`config.mk`:
```
export PLATFORM = sky130hd
export DESIGN_NAME = flopoco_stream_adapter
export DESIGN_NICKNAME = d
export VERILOG_FILES = /design/src/rtl/flopoco_stream_adapter.sv
export SDC_FILE = /design/constraint.sdc
export NUM_CORES = 1
export LEC_CHECK = 0
export CORE_UTILIZATION = 40
export DETAILED_ROUTE_END_ITERATION = 12
export GPL_ROUTABILITY_DRIVEN = 0
export PLACE_DENSITY = 0.66
export SLEW_MARGIN = 15
export SYNTH_ARGS = -nofsm -noshare
export SYNTH_HDL_FRONTEND = slang
export SYNTH_SLANG_ARGS = --single-unit
```
`constraint.sdc`:
```
create_clock -name clk -period 3.15 [get_ports clk]
set_clock_uncertainty 0.05 [all_clocks]
set_input_delay 0.945 -clock clk [delete_from_list [all_inputs] [get_ports clk]]
set_output_delay 0.945 -clock clk [all_outputs]
set_load 0.02 [all_outputs]
```
`src/rtl/flopoco_stream_adapter.sv`:
```
// flopoco_stream_adapter: valid/ready stream wrapper around a stall-free, fixed-latency FloPoCo core.
// Optional sticky inf/NaN result flag is built when FLOPOCO_EXC_FLAG_EN is defined.
module flopoco_stream_adapter #(
  parameter int WE         = 8,
  parameter int WF         = 23,
  parameter int LAT        = 7,
  parameter int FIFO_DEPTH = 16,
  localparam int DW        = WE + WF + 3,
  localparam int IW        = $clog2(LAT + 1) + 1,
  localparam int OW        = $clog2(FIFO_DEPTH) + 1
) (
  input  logic          clk,
  input  logic          rst,
  input  logic          ivalid,
  output logic          iready,
  input  logic [DW-1:0] ix,
  input  logic [DW-1:0] iy,
  output logic          ovalid,
  input  logic          oready,
  output logic [DW-1:0] odata,
  output logic [DW-1:0] core_x,
  output logic [DW-1:0] core_y,
  input  logic [DW-1:0] core_r,
  output logic [IW-1:0] inflight,
  output logic [OW-1:0] occupancy,
  output logic          exc_flag
);

  localparam int AW = $clog2(FIFO_DEPTH);

  logic [LAT-1:0] vld_sr_q, vld_sr_d;
  logic [OW-1:0]  credits_q, credits_d;
  logic [OW-1:0]  occ_q, occ_d;
  logic [IW-1:0]  inflight_q, inflight_d;
  logic [AW-1:0]  wr_ptr_q, wr_ptr_d;
  logic [AW-1:0]  rd_ptr_q, rd_ptr_d;
  logic [DW-1:0]  mem_q [FIFO_DEPTH];
  logic [DW-1:0]  mem_d [FIFO_DEPTH];
  logic           accept, push, pop;

  always_comb begin
    iready    = (credits_q != '0);
    accept    = ivalid & iready;
    ovalid    = (occ_q != '0);
    pop       = ovalid & oready;
    push      = vld_sr_q[LAT-1];
    core_x    = accept ? ix : '0;
    core_y    = accept ? iy : '0;
    odata     = ovalid ? mem_q[rd_ptr_q] : '0;
    inflight  = inflight_q;
    occupancy = occ_q;
  end

  // A credit is a FIFO slot reserved at admission, so a result can always be pushed.
  always_comb begin
    vld_sr_d   = (vld_sr_q << 1) | LAT'(accept);
    credits_d  = credits_q;
    occ_d      = occ_q;
    inflight_d = inflight_q;
    wr_ptr_d   = wr_ptr_q;
    rd_ptr_d   = rd_ptr_q;
    mem_d      = mem_q;

    case ({accept, pop})
      2'b10:   credits_d = credits_q - OW'(1);
      2'b01:   credits_d = credits_q + OW'(1);
      default: credits_d = credits_q;
    endcase

    case ({push, pop})
      2'b10:   occ_d = occ_q + OW'(1);
      2'b01:   occ_d = occ_q - OW'(1);
      default: occ_d = occ_q;
    endcase

    case ({accept, push})
      2'b10:   inflight_d = inflight_q + IW'(1);
      2'b01:   inflight_d = inflight_q - IW'(1);
      default: inflight_d = inflight_q;
    endcase

    if (push) begin
      mem_d[wr_ptr_q] = core_r;
      wr_ptr_d        = wr_ptr_q + AW'(1);
    end
    if (pop) begin
      rd_ptr_d = rd_ptr_q + AW'(1);
    end
  end

  always_ff @(posedge clk) begin
    if (rst) begin
      vld_sr_q   <= '0;
      credits_q  <= OW'(FIFO_DEPTH);
      occ_q      <= '0;
      inflight_q <= '0;
      wr_ptr_q   <= '0;
      rd_ptr_q   <= '0;
    end else begin
      vld_sr_q   <= vld_sr_d;
      credits_q  <= credits_d;
      occ_q      <= occ_d;
      inflight_q <= inflight_d;
      wr_ptr_q   <= wr_ptr_d;
      rd_ptr_q   <= rd_ptr_d;
    end
  end

  // Storage needs no reset: odata is masked while the FIFO is empty.
  always_ff @(posedge clk) begin
    mem_q <= mem_d;
  end

`ifdef FLOPOCO_EXC_FLAG_EN
  logic exc_flag_q, exc_flag_d;

  always_comb begin
    exc_flag_d = exc_flag_q | (push & core_r[DW-1]);
  end

  always_ff @(posedge clk) begin
    if (rst) begin
      exc_flag_q <= 1'b0;
    end else begin
      exc_flag_q <= exc_flag_d;
    end
  end

  assign exc_flag = exc_flag_q;
`else
  assign exc_flag = 1'b0;
`endif

endmodule
```
# Word level (Yosys, flattened, before mapping)
# Index checks and enable logic that the tools add are counted.
word_totals:
  reg_bits: 573
  inputBits: 106
classes:
  n_addsub: 8
  n_lt_le_gt_ge: 3
  n_eq_ne: 6
  mux: 12
  bitwise: 5
  reduce_logical: 6
op_table:
  columns: ["operator", "n"]
  rows:
  - ["544-bit bitwise mux", 1]
  - ["34-bit two-way mux", 6]
  - ["34-bit binary-select mux with 4-bit select", 1]
  - ["34-bit demux with 4-bit select", 1]
  - ["5-bit one-hot mux with 2 select lines", 2]
  - ["4-bit by 1-bit adder with 4-bit output, second input constant", 3]
  - ["5-bit by 1-bit adder with 5-bit output, second input constant", 2]
  - ["5-bit >= comparator, second input constant", 2]
  - ["4-bit inverter with 5-bit output", 2]
  - ["5-bit nonzero test", 2]
  - ["5-bit by 1-bit subtractor with 5-bit output, second input constant", 2]
  - ["4-bit one-hot mux with 2 select lines", 1]
  - ["7-bit by 1-bit OR with 7-bit output", 1]
  - ["2-bit by 1-bit equality test with 1-bit output, second input constant", 3]
  - ["2-bit equality test, second input constant", 3]
  - ["2-bit nonzero test", 3]
  - ["5-bit by 1-bit less-than comparator with 1-bit output, second input constant", 1]
  - ["4-bit by 1-bit subtractor with 4-bit output, second input constant", 1]
  - ["1-bit bitwise AND", 2]
  - ["1-bit logical AND", 1]

# Longest topological paths before layout
# Gate-level depths: netlist (run 1).
logic_depth:
  ltp_word: 6
  depth_mapped: 12
  mapped_depth_nobuf: 10

# Worst setup path before layout (run 1)
# Ideal clock, no wire load.
synth_timing:
  kind: "register to register"
  start: "register occ_q[1], in the netlist occupancy[1]"
  end: "register occ_q[4], in the netlist occupancy[4]"
  t_arrival_ns: 3.134
  slack_ns: -0.113
  path_stages_with_launch: 13
  cell_sequence: "dfxtp_1 buf_6 or4_4 o21ai_0 inv_1 ha_1 clkbuf_1 xor2_1 ha_1 a211o_1 a2111oi_0 a31oi_1 o211ai_1"
synth_between:
  elab_chain_cells: 4
  word_cells_on_any_way: 8
synth_rtl:
  columns: ["element", "line", "text"]
  rows:
  - ["from (decl)", "33", "logic [OW-1:0] occ_q, occ_d;"]
  - ["from (signal assigned)", "95", "occ_q <= '0;"]
  - ["from (signal assigned)", "102", "occ_q <= occ_d;"]
  - ["parallel branches: the longest is 4 deep, another holds 5-bit by 1-bit subtractor with 5-bit output", null, null]
# Several ways; the timed one is not identified.
# A chain may end at the register's enable or synchronous reset.

# Final worst setup path (run 1)
layout_timing:
  start: "register rd_ptr_q[1]"
  end: "output odata[16]"
layout_between:
  elab_chain_cells: 5
layout_rtl:
  columns: ["element", "line", "text"]
  rows:
  - ["from (decl)", "36", "logic [AW-1:0] rd_ptr_q, rd_ptr_d;"]
  - ["from (signal assigned)", "105", "rd_ptr_q <= rd_ptr_d;"]
  - ["4-bit inverter with 5-bit output (implied by the code)", "49", "odata = ovalid ? mem_q[rd_ptr_q] : '0;"]
  - ["34-bit binary-select mux with 4-bit select", "49", null]
  - ["34-bit two-way mux (implied by the code) (2 in series)", "49", null]
  - ["34-bit two-way mux", "49", null]
  - ["to (decl)", "20", "output logic [DW-1:0] odata,"]
# No other way between the ends. The select of a mux whose other input is x is not followed.

==> metrics, run 1 <==
Synth Area per Inst 20.6 um2; sequential area share after synthesis 74.1%; max-cap viol count 0; Worst Setup Path Type reg2out; most frequent cell after synthesis edfxtp_1; residual DRC count 0; CTS Buf Count 56; Setup WS post-layout -542 ps; number of I/O port buffers 218; unrepaired setup endpoints after global routing true; clock slew at reported path FFs 60 ps; routed vias/inst 5.37; Comb pwr share 24.5%; R2R Path Start occupancy[3]; GRT overflow 0; H-tree depth 2; Gate Count Post-Synth 1110; Period Utilization, post-route 117%; Root Buffer clkbuf_16; router iterations before antenna repair 5; Placed Instances 2113; area of the multi-input gates 0.00561 mm2; Slew Limit Fails 0; Avg WL per Cell 24.0 um; layout cell share with drive strength beyond 1 31.5%; Synth async-reset ratio 0%; Fin Hold WS 391 ps; Sw Share 26.4%; Flop pwr share 42.5%; P_leak 10.0 nW; Chip Width 241 um; Highest Clock Rate 0.271 GHz; final hold viol count 0; vias in the first global route 13.1k; Slew HR 52.1%; Nets 1597; HP Class reg2reg; CP Cell Sequence buf_12 -> buf_12 -> buf_16 -> mux4_2 -> mux2_2 -> a221o_1 -> buf_2; TritonCTS clock tree yes; number of I/O pins 220; Worst-Margin Slew 718 ps; Synth-to-Final Area Change 28.3%; min-delay src vld_sr_q[5]; DP Worst Slack -328 ps; Switch Pwr 5.24 mW; die span in y 241 um; starting density of the core 40.5%; GRT Total Usage 19.4%; status finished with violations; failing checks negative setup slack; placed inst area 0.0267 mm2; most used cell along the critical path buf_12; fill cell count 4529; Worst Setup SP rd_ptr_q[1]; first-pass GRT wire length 82000 um; Vias 12.2k; core area 0.0564 mm2; Max VDD drop 431 uV; Finished Layout Cells 2279; post-synth top area share 71.5%; total die area 0.0581 mm2; Post-Syn Area 0.0228 mm2; YS warnings 0; DR iter-0 viols 966; clk sink count 573; Setup TNS Final -15580 ps; top_reg_cell synth edfxtp_1; Clk Latency, worst-skew pair 620 ps; post-route ant nets 0; total power 19.9 mW; hpwl dp 32000 um; crit path capture type primary output; largest area contributor in the netlist edfxtp_1; slowest CP cell mux4_2; drt total wl 54800 um; max incr delay on CP 480 ps; Design Area, Final 0.0293 mm2; Setup violations, final 34; #FFs+latches synth 573; Final min period 3690 ps; Syn Nets 1233; Clk pwr share 32.9%; Distinct cells, synth 48; WP data arrival 2700 ps; maximum root-to-sink buffer count 3; top post-synthesis cells by count edfxtp_1, mux4_2, and3_1, nor2b_1, mux2_2; worst path required time 2150 ps; register area 0.0169 mm2; Power Density 678 mW/mm2; CP Launch Type flip-flop; antenna violations before repair 3; synth top area cells edfxtp_1, mux4_2, dfxtp_1, and3_1, mux2_2; Internal 14.6 mW; Post-synth EDFFs 544; crit path max fanout 6; final core utilization 52.0%; pin count of the biggest net entering global routing 36; FP Rows 87
-- registers in the layout (all words and copies together) (netlist names) --
name and count:
inflight 4, vld_sr_q 7, occupancy 5, mem_q 544
credits_q 5, wr_ptr_q 4, rd_ptr_q 4
-- final timing paths --
path / to / slack [ps] / depth (start not counted)
max: odata[16] / -540 / 7
min: vld_sr_q[6] / 390 / 1
max reg2reg: occupancy[4] / 210 / 10
min reg2reg: vld_sr_q[6] / 390 / 1
-- cell usage in the layout, fill, tap and decap left out, types with 9 or more instances in the layout --
cell type and instances:
mux2_2 24, dfxtp_1 25, xor2_1 12, clkinv_2 9, clkdlybuf4s50_1 113, clkbuf_16 57
clkinv_1 18, nor2b_1 46, buf_6 24, buf_12 36, buf_2 13, a221o_1 34
and3_1 71, dlygate4sd2_1 62, mux2_4 11, ha_1 16, buf_4 106, a21oi_1 10
and2_2 16, mux4_2 136, edfxtp_1 544, nor2_1 24
-- power by group through the flow --
stage | logic (mW) | registers [mW] | clock network (mW)
floorplan | 2.49 | 8.62 | 0
global placement | 4.56 | 8.62 | 0
detailed placement | 4.60 | 8.62 | 0
CTS | 4.84 | 8.45 | 6.67
global route | 5.19 | 8.46 | 6.96
finish | 4.88 | 8.45 | 6.55
-- routing by layer --
| layer | track usage, % | wire, um |
|---|---|---|
| met1 | 24.7 | 21900 |
| met5 | 0 | 0 |
| met4 | 6.27 | 1550 |
| met2 | 33.2 | 27700 |
| met3 | 3.76 | 3620 |
-- cell type report --
class                           count  share of cell area (%)
Multi-Input combinational cell    459                    19.1
Timing Repair Buffer              375                    13.6
Inverter                            9                   0.115
Sequential cell                   573                    57.8
Tap cell                          756                    3.23
Antenna cell                        4                  0.0342
Clock buffer                       63                    4.87
Clock inverter                     40                    1.29
-- worst max-delay path, delay by kind of cell, from the launching register on --
family / cells / cell delay [ps]
flops: 1 / 390
buf+inv: 4 / 580
mux: 2 / 760
compound gates: 1 / 340
-- logic make-up (layout without fill, tap and decap cells) --
group / after synthesis / after routing / synth area share, %
and+or+nand+nor: 186 / 186 / 4.85
buffers and inverters: 78 / 487 / 1.77
DFF: 573 / 573 / 74.1
other: 1 / 5 / 0.0164
AOI/OAI and AO/OA: 63 / 63 / 2.36
muxes: 178 / 178 / 15.4
adders and majority gates: 17 / 17 / 0.964
xor gates and xnor gates: 14 / 14 / 0.537
-- timing repair --
action	CTS	global route
hold buffers	0	0
gates cloned	11	1
setup endpoints to repair	104	95
buffers inserted	37	12
pin swaps	10	9
resized for setup	262	32
Note: power is estimated with default switching activity, not from simulation.
==> run 2, diff against run 1 <==
GPL_TIMING_DRIVEN = 0   (was default)
==> run 2 against run 1 <==
The run still ends with negative setup slack left. Non-clock buffer count is 58 lower. Die area stayed put. Power is 1.9% lower. Via count is 1.4% lower. Global-route usage is 0.37 points lower. Design area is 2.4% lower. Sequential cell count stayed put. Hold slack better by 6.4 ps. Combinational power is 6.6% lower. Sequential power hardly changed. Largest cell class unchanged. Highest routed layer is now met5.
==> metrics, run 2 (synthesized netlist as in run 1, its figures left out) <==
GRT Total Usage 19.0% (-0.37 points); Highest Clock Rate 0.271 GHz (about the same); Placed Instances 2099 (-0.66%); Power Density 681 mW/mm2 (+0.45%); H-tree depth 2 (unchanged); Regs by FF count mem_q (544), vld_sr_q (7); Final min period 3690 ps (-1.63 ps); WP data arrival 2700 ps (about the same); Period Utilization, post-route 117% (about the same); status finished with violations; vias in the first global route 12.7k (-2.5%); Worst Setup SP occupancy[0]; antenna violations before repair 2 (-1); number of I/O port buffers 217 (-0.46%); clk sink count 573 (unchanged); commonest non-fill, non-tap cell in the layout edfxtp_1; residual DRC count 0 (unchanged); Root Buffer clkbuf_16; P_leak 9.56 nW (-4.6%); unrepaired setup endpoints after global routing true; worst path required time 2150 ps (about the same); clock slew at reported path FFs 60 ps (about the same); pin count of the biggest net entering global routing 24 (-33%); Setup violations, final 34 (unchanged); R2R Setup Slk 60 ps (-150 ps); Clk Latency, worst-skew pair 600 ps (-20 ps); HP Class reg2reg; core area 0.0564 mm2 (unchanged); Nets 1541 (-3.5%); starting density of the core 40.5% (unchanged); drt total wl 54100 um (-1.3%); R2R depth 13 (+3); Slew Limit Fails 0 (unchanged); Synth-to-Final Area Change 25.2%; max reg flops 544 (unchanged); Design Area, Final 0.0286 mm2 (-2.4%); Vias 12.1k (-1.4%); first-pass GRT wire length 79700 um (-2.7%); CP Capture Point odata[32]; layout cell share with drive strength beyond 1 29.3% (-2.3 points); Setup WS post-layout -541 ps (+1.63 ps); final hold viol count 0 (unchanged); crit path capture type primary output; FP Rows 87 (unchanged); routed vias/inst 5.44 (+1.2%); number of I/O pins 220 (unchanged); Max VDD drop 463 uV (+7.5%); Avg WL per Cell 24.4 um (+1.3%); post-route ant nets 0 (unchanged); crit path max fanout 10 (+4); failing checks negative setup slack; Finished Layout Cells 2220 (-2.6%); Setup TNS Final -15400 ps (+172 ps); Fin Hold WS 397 ps (+6.40 ps); TritonCTS clock tree yes; Reg-to-Reg End occupancy[4]; hpwl dp 34200 um (+6.8%); CTS Buf Count 58 (+3.6%); most frequent cells in the layout edfxtp_1, mux4_2, clkdlybuf4s50_1; Chip Width 241 um (unchanged); max-cap viol count 0 (unchanged); maximum root-to-sink buffer count 3 (unchanged); R2R Path Start occupancy[0]; die span in y 241 um (unchanged); Worst Setup Path Type reg2out; Worst-Margin Slew 837 ps (+119 ps); placed inst area 0.0263 mm2 (-1.3%); Slew HR 44.2% (-7.9 points); GRT overflow 0 (unchanged); total die area 0.0581 mm2 (unchanged); DP Worst Slack -1020 ps (-692 ps); hold_buf cts 0 (unchanged); DR iter-0 viols 851 (-12%); router iterations before antenna repair 7 (+2); Largest Register mem_q; CP Launch Type flip-flop
==> run 2: cell types whose count changed in the layout (fill, tap and decap cells not counted), moves of 7 or more <==
cell and delta:
clkdlybuf4s15_2 -7, clkbuf_2 +13, clkbuf_1 +14, buf_6 +12
buf_4 -83, clkdlybuf4s15_1 +8, clkbuf_4 +8, dlygate4sd2_1 -11
buf_12 -8
==> run 2: worst min-delay path by stage <==
stage / depth (start not counted) / startpoint / slack, ps / end
floorplan: 1 / vld_sr_q[0] / 360 / vld_sr_q[1]
global placement: 1 / vld_sr_q[3] / 380 / vld_sr_q[4]
detailed placement: 1 / vld_sr_q[5] / 380 / vld_sr_q[6]
CTS: 1 / vld_sr_q[4] / 400 / vld_sr_q[5]
global route: 1 / vld_sr_q[1] / 410 / vld_sr_q[2]
finish: 1 / vld_sr_q[4] / 400 / vld_sr_q[5]
==> run 2: through the flow <==
step / utilization, % / total power [mW]
2_1_floorplan: - / 11.1
3_3_place_gp: 46.0 / 12.8
3_5_place_dp: 46.7 / 12.9
4_1_cts: 50.4 / 19.5
5_1_grt: 50.7 / 20.2
6_report: 50.7 / 19.5
==> run 2: power breakdown <==
group | switching [mW] | internal, mW | total (mW) | leakage [nW]
clock | 2.83 | 3.64 | 6.47 | 0.867
combinational | 2.39 | 2.17 | 4.56 | 3.56
sequential | 0.0767 | 8.39 | 8.47 | 5.13
total | 5.30 | 14.2 | 19.5 | 9.56
==> run 2: timing repair <==
item / in CTS / in global routing
pin swaps: 13 / 10
setup buffers: 11 / 5
gates cloned: 3 / 1
resized for setup: 355 / 86
endpoints found under the setup margin: 107 / 70
==> run 2: final cells by class <==
type | instances | area, um2
antenna | 1 | 2.50
tap | 756 | 946
buffer | 65 | 666
sequential | 573 | 16900
fill | 4581 | 27800
timing repair buffer | 252 | 2600
multi-input combinational | 459 | 5650
clock buffer | 72 | 1550
inverter | 9 | 33.8
clock inverter | 33 | 234
==> run 2: worst max-delay path, cell delays in order, from the launching register on <==
cell and delay, ps:
dfxtp_4 350, or4_4 590, nor2_4 210, nor2b_4 150, buf_12 180, a221o_1 430
buf_6 180
==> run 2: routing by layer <==
| layer | wire length, um | track usage, % |
|---|---|---|
| met3 | 4030 | 4.36 |
| met4 | 1740 | 6.16 |
| met1 | 22300 | 25.2 |
| met2 | 26000 | 31.0 |
| met5 | 14 | 0 |
==> run 3, diff against run 2 <==
CORE_MARGIN = 2   (was default)
==> run 3 against run 2 <==
The run still ends with negative setup slack left. Power is 1.4% lower. Utilization hardly changed. Largest power group unchanged. Via count is 0.13% higher. Sequential power hardly changed. Worst setup slack worse by 37 ps. Fmax is 0.99% lower. Hold slack worse by 11 ps. Critical path depth stayed put.
==> metrics, run 3 (synthesized netlist as in run 1, its figures left out) <==
status finished with violations; failing checks negative setup slack; hpwl dp 35700 um (+4.5%); router iterations before antenna repair 5 (-2); GRT Total Usage 18.7% (-0.27 points); first-pass GRT wire length 82000 um (+2.8%); vias in the first global route 13.0k (+2.4%); Slew Limit Fails 0 (unchanged); starting density of the core 40.5% (unchanged); hold path depth 1 (unchanged); number of I/O pins 220 (unchanged); FP Rows 87 (unchanged); drt total wl 55000 um (+1.8%); R2R Setup Slk 160 ps (+100 ps); P_leak 9.58 nW (+0.23%); routed vias/inst 5.44 (about the same); Final min period 3730 ps (+36.8 ps); Slew HR 45.8% (+1.6 points); max reg flops 544 (unchanged); Period Utilization, post-route 118% (+1.2 points); worst path required time 2150 ps (about the same); post-route ant nets 0 (unchanged); Chip Width 243 um (+0.83%); Avg WL per Cell 24.8 um (+1.6%); clk sink count 573 (unchanged); Setup TNS Final -16700 ps (-1300 ps); DR iter-0 viols 935 (+9.9%); Nets 1544 (+0.19%); Highest Clock Rate 0.268 GHz (-0.99%); H-tree depth 2 (unchanged); Regs by FF count mem_q (544), vld_sr_q (7); GR Layer Usage met1 23.7% (-1.5 points); core area 0.0564 mm2 (unchanged); CTS Buf Count 57 (-1.7%); GRT overflow 0 (unchanged); WP data arrival 2730 ps (+30 ps); Root Buffer clkbuf_16; Synth-to-Final Area Change 25.2% (about the same); Power Density 672 mW/mm2 (-1.4%); max-cap viol count 0 (unchanged); final hold viol count 0 (unchanged); Vias 12.1k (+0.13%); commonest non-fill, non-tap cell in the layout edfxtp_1; Hold Path Sink vld_sr_q[6]; crit path capture type primary output; clock slew at reported path FFs 60 ps (about the same); Clk Latency, worst-skew pair 600 ps (about the same); GR Util met2 32.1% (+1.1 points); unrepaired setup endpoints after global routing true; global routing's busiest layer met2; pin count of the biggest net entering global routing 23 (-4.2%); Worst Setup Path Type reg2out; layout cell share with drive strength beyond 1 28.1% (-1.1 points); total die area 0.0590 mm2 (+1.7%); number of I/O port buffers 217 (unchanged); Largest Register mem_q; Setup WS post-layout -578 ps (-36.8 ps); R2R Path Start occupancy[0]; Reg-to-Reg End occupancy[4]; residual DRC count 0 (unchanged); Max VDD drop 413 uV (-11%); R2R depth 12 (-1); CP Launch Type flip-flop; min-delay src vld_sr_q[5]; met3 Use GR 4.40% (+0.043 points); antenna violations before repair 2 (unchanged); Worst-Margin Slew 813 ps (-23.4 ps); HP Class reg2reg; maximum root-to-sink buffer count 3 (unchanged); die span in y 243 um (+0.83%); Setup violations, final 34 (unchanged); hold_buf cts 0 (unchanged); final core utilization 50.7% (about the same); TritonCTS clock tree yes; crit path max fanout 10 (unchanged); most frequent cells in the layout edfxtp_1, mux4_2, clkdlybuf4s50_1
==> run 3: cell type report <==
cell class,instances,area (um2)
Antenna cell,3,7.51
Buffer,67,641
Multi-Input combinational cell,459,5610
Timing Repair Buffer,254,2670
Fill cell,4615,27800
Sequential cell,573,16900
Inverter,9,33.8
Tap cell,756,946
Clock inverter,33,235
Clock buffer,69,1510
==> run 3: metrics by stage <==
step	hold slack, ps	instances	setup WS, ps	area (um2)	total power [mW]
2_1_floorplan	364	1110	8.82	22800	11.1
3_3_place_gp	370	2083	-1120	26000	12.8
3_5_place_dp	370	2102	-1150	26400	12.9
4_1_cts	385	2213	-594	28400	19.3
5_1_grt	399	2221	-615	28600	20.0
6_report	386	2223	-578	28600	19.2
==> run 3: how the worst max path moves through the flow <==
stage,endpoint,slack (ps),cells past startpoint,start
floorplan,occupancy[4],9,12,occupancy[1]
global placement,odata[32],-1120,6,rd_ptr_q[2]
detailed placement,odata[31],-1150,6,rd_ptr_q[2]
CTS,odata[8],-590,7,rd_ptr_q[1]
global route,odata[18],-620,6,rd_ptr_q[1]
finish,odata[2],-580,6,rd_ptr_q[1]
==> run 3: power by group <==
| part | leakage (nW) | total (mW) | internal (mW) | switching, mW |
|---|---|---|---|---|
| logic | 3.60 | 4.34 | 2.02 | 2.31 |
| registers | 5.13 | 8.47 | 8.39 | 0.0805 |
| clock network | 0.853 | 6.41 | 3.64 | 2.77 |
| total | 9.58 | 19.2 | 14.1 | 5.16 |
==> run 3: layer usage <==
layer	up-vias	wire length (um)
li1	5218	-
met1	6323	22200
met2	465	27700
met3	78	3760
met4	2	1310
met5	-	13
==> run 3: what timing repair did <==
action,in CTS,in global routing
setup buffers,11,5
cloned,0,2
gates resized for setup,350,22
setup endpoints to repair,106,47
pin swaps,10,6
==> run 3: worst max-delay path, cell delays in order, from the launching register on <==
cell	delay, ps
dfxtp_4	390
buf_12	180
clkbuf_16	170
mux4_2	520
mux2_4	270
a221o_1	420
buf_6	170
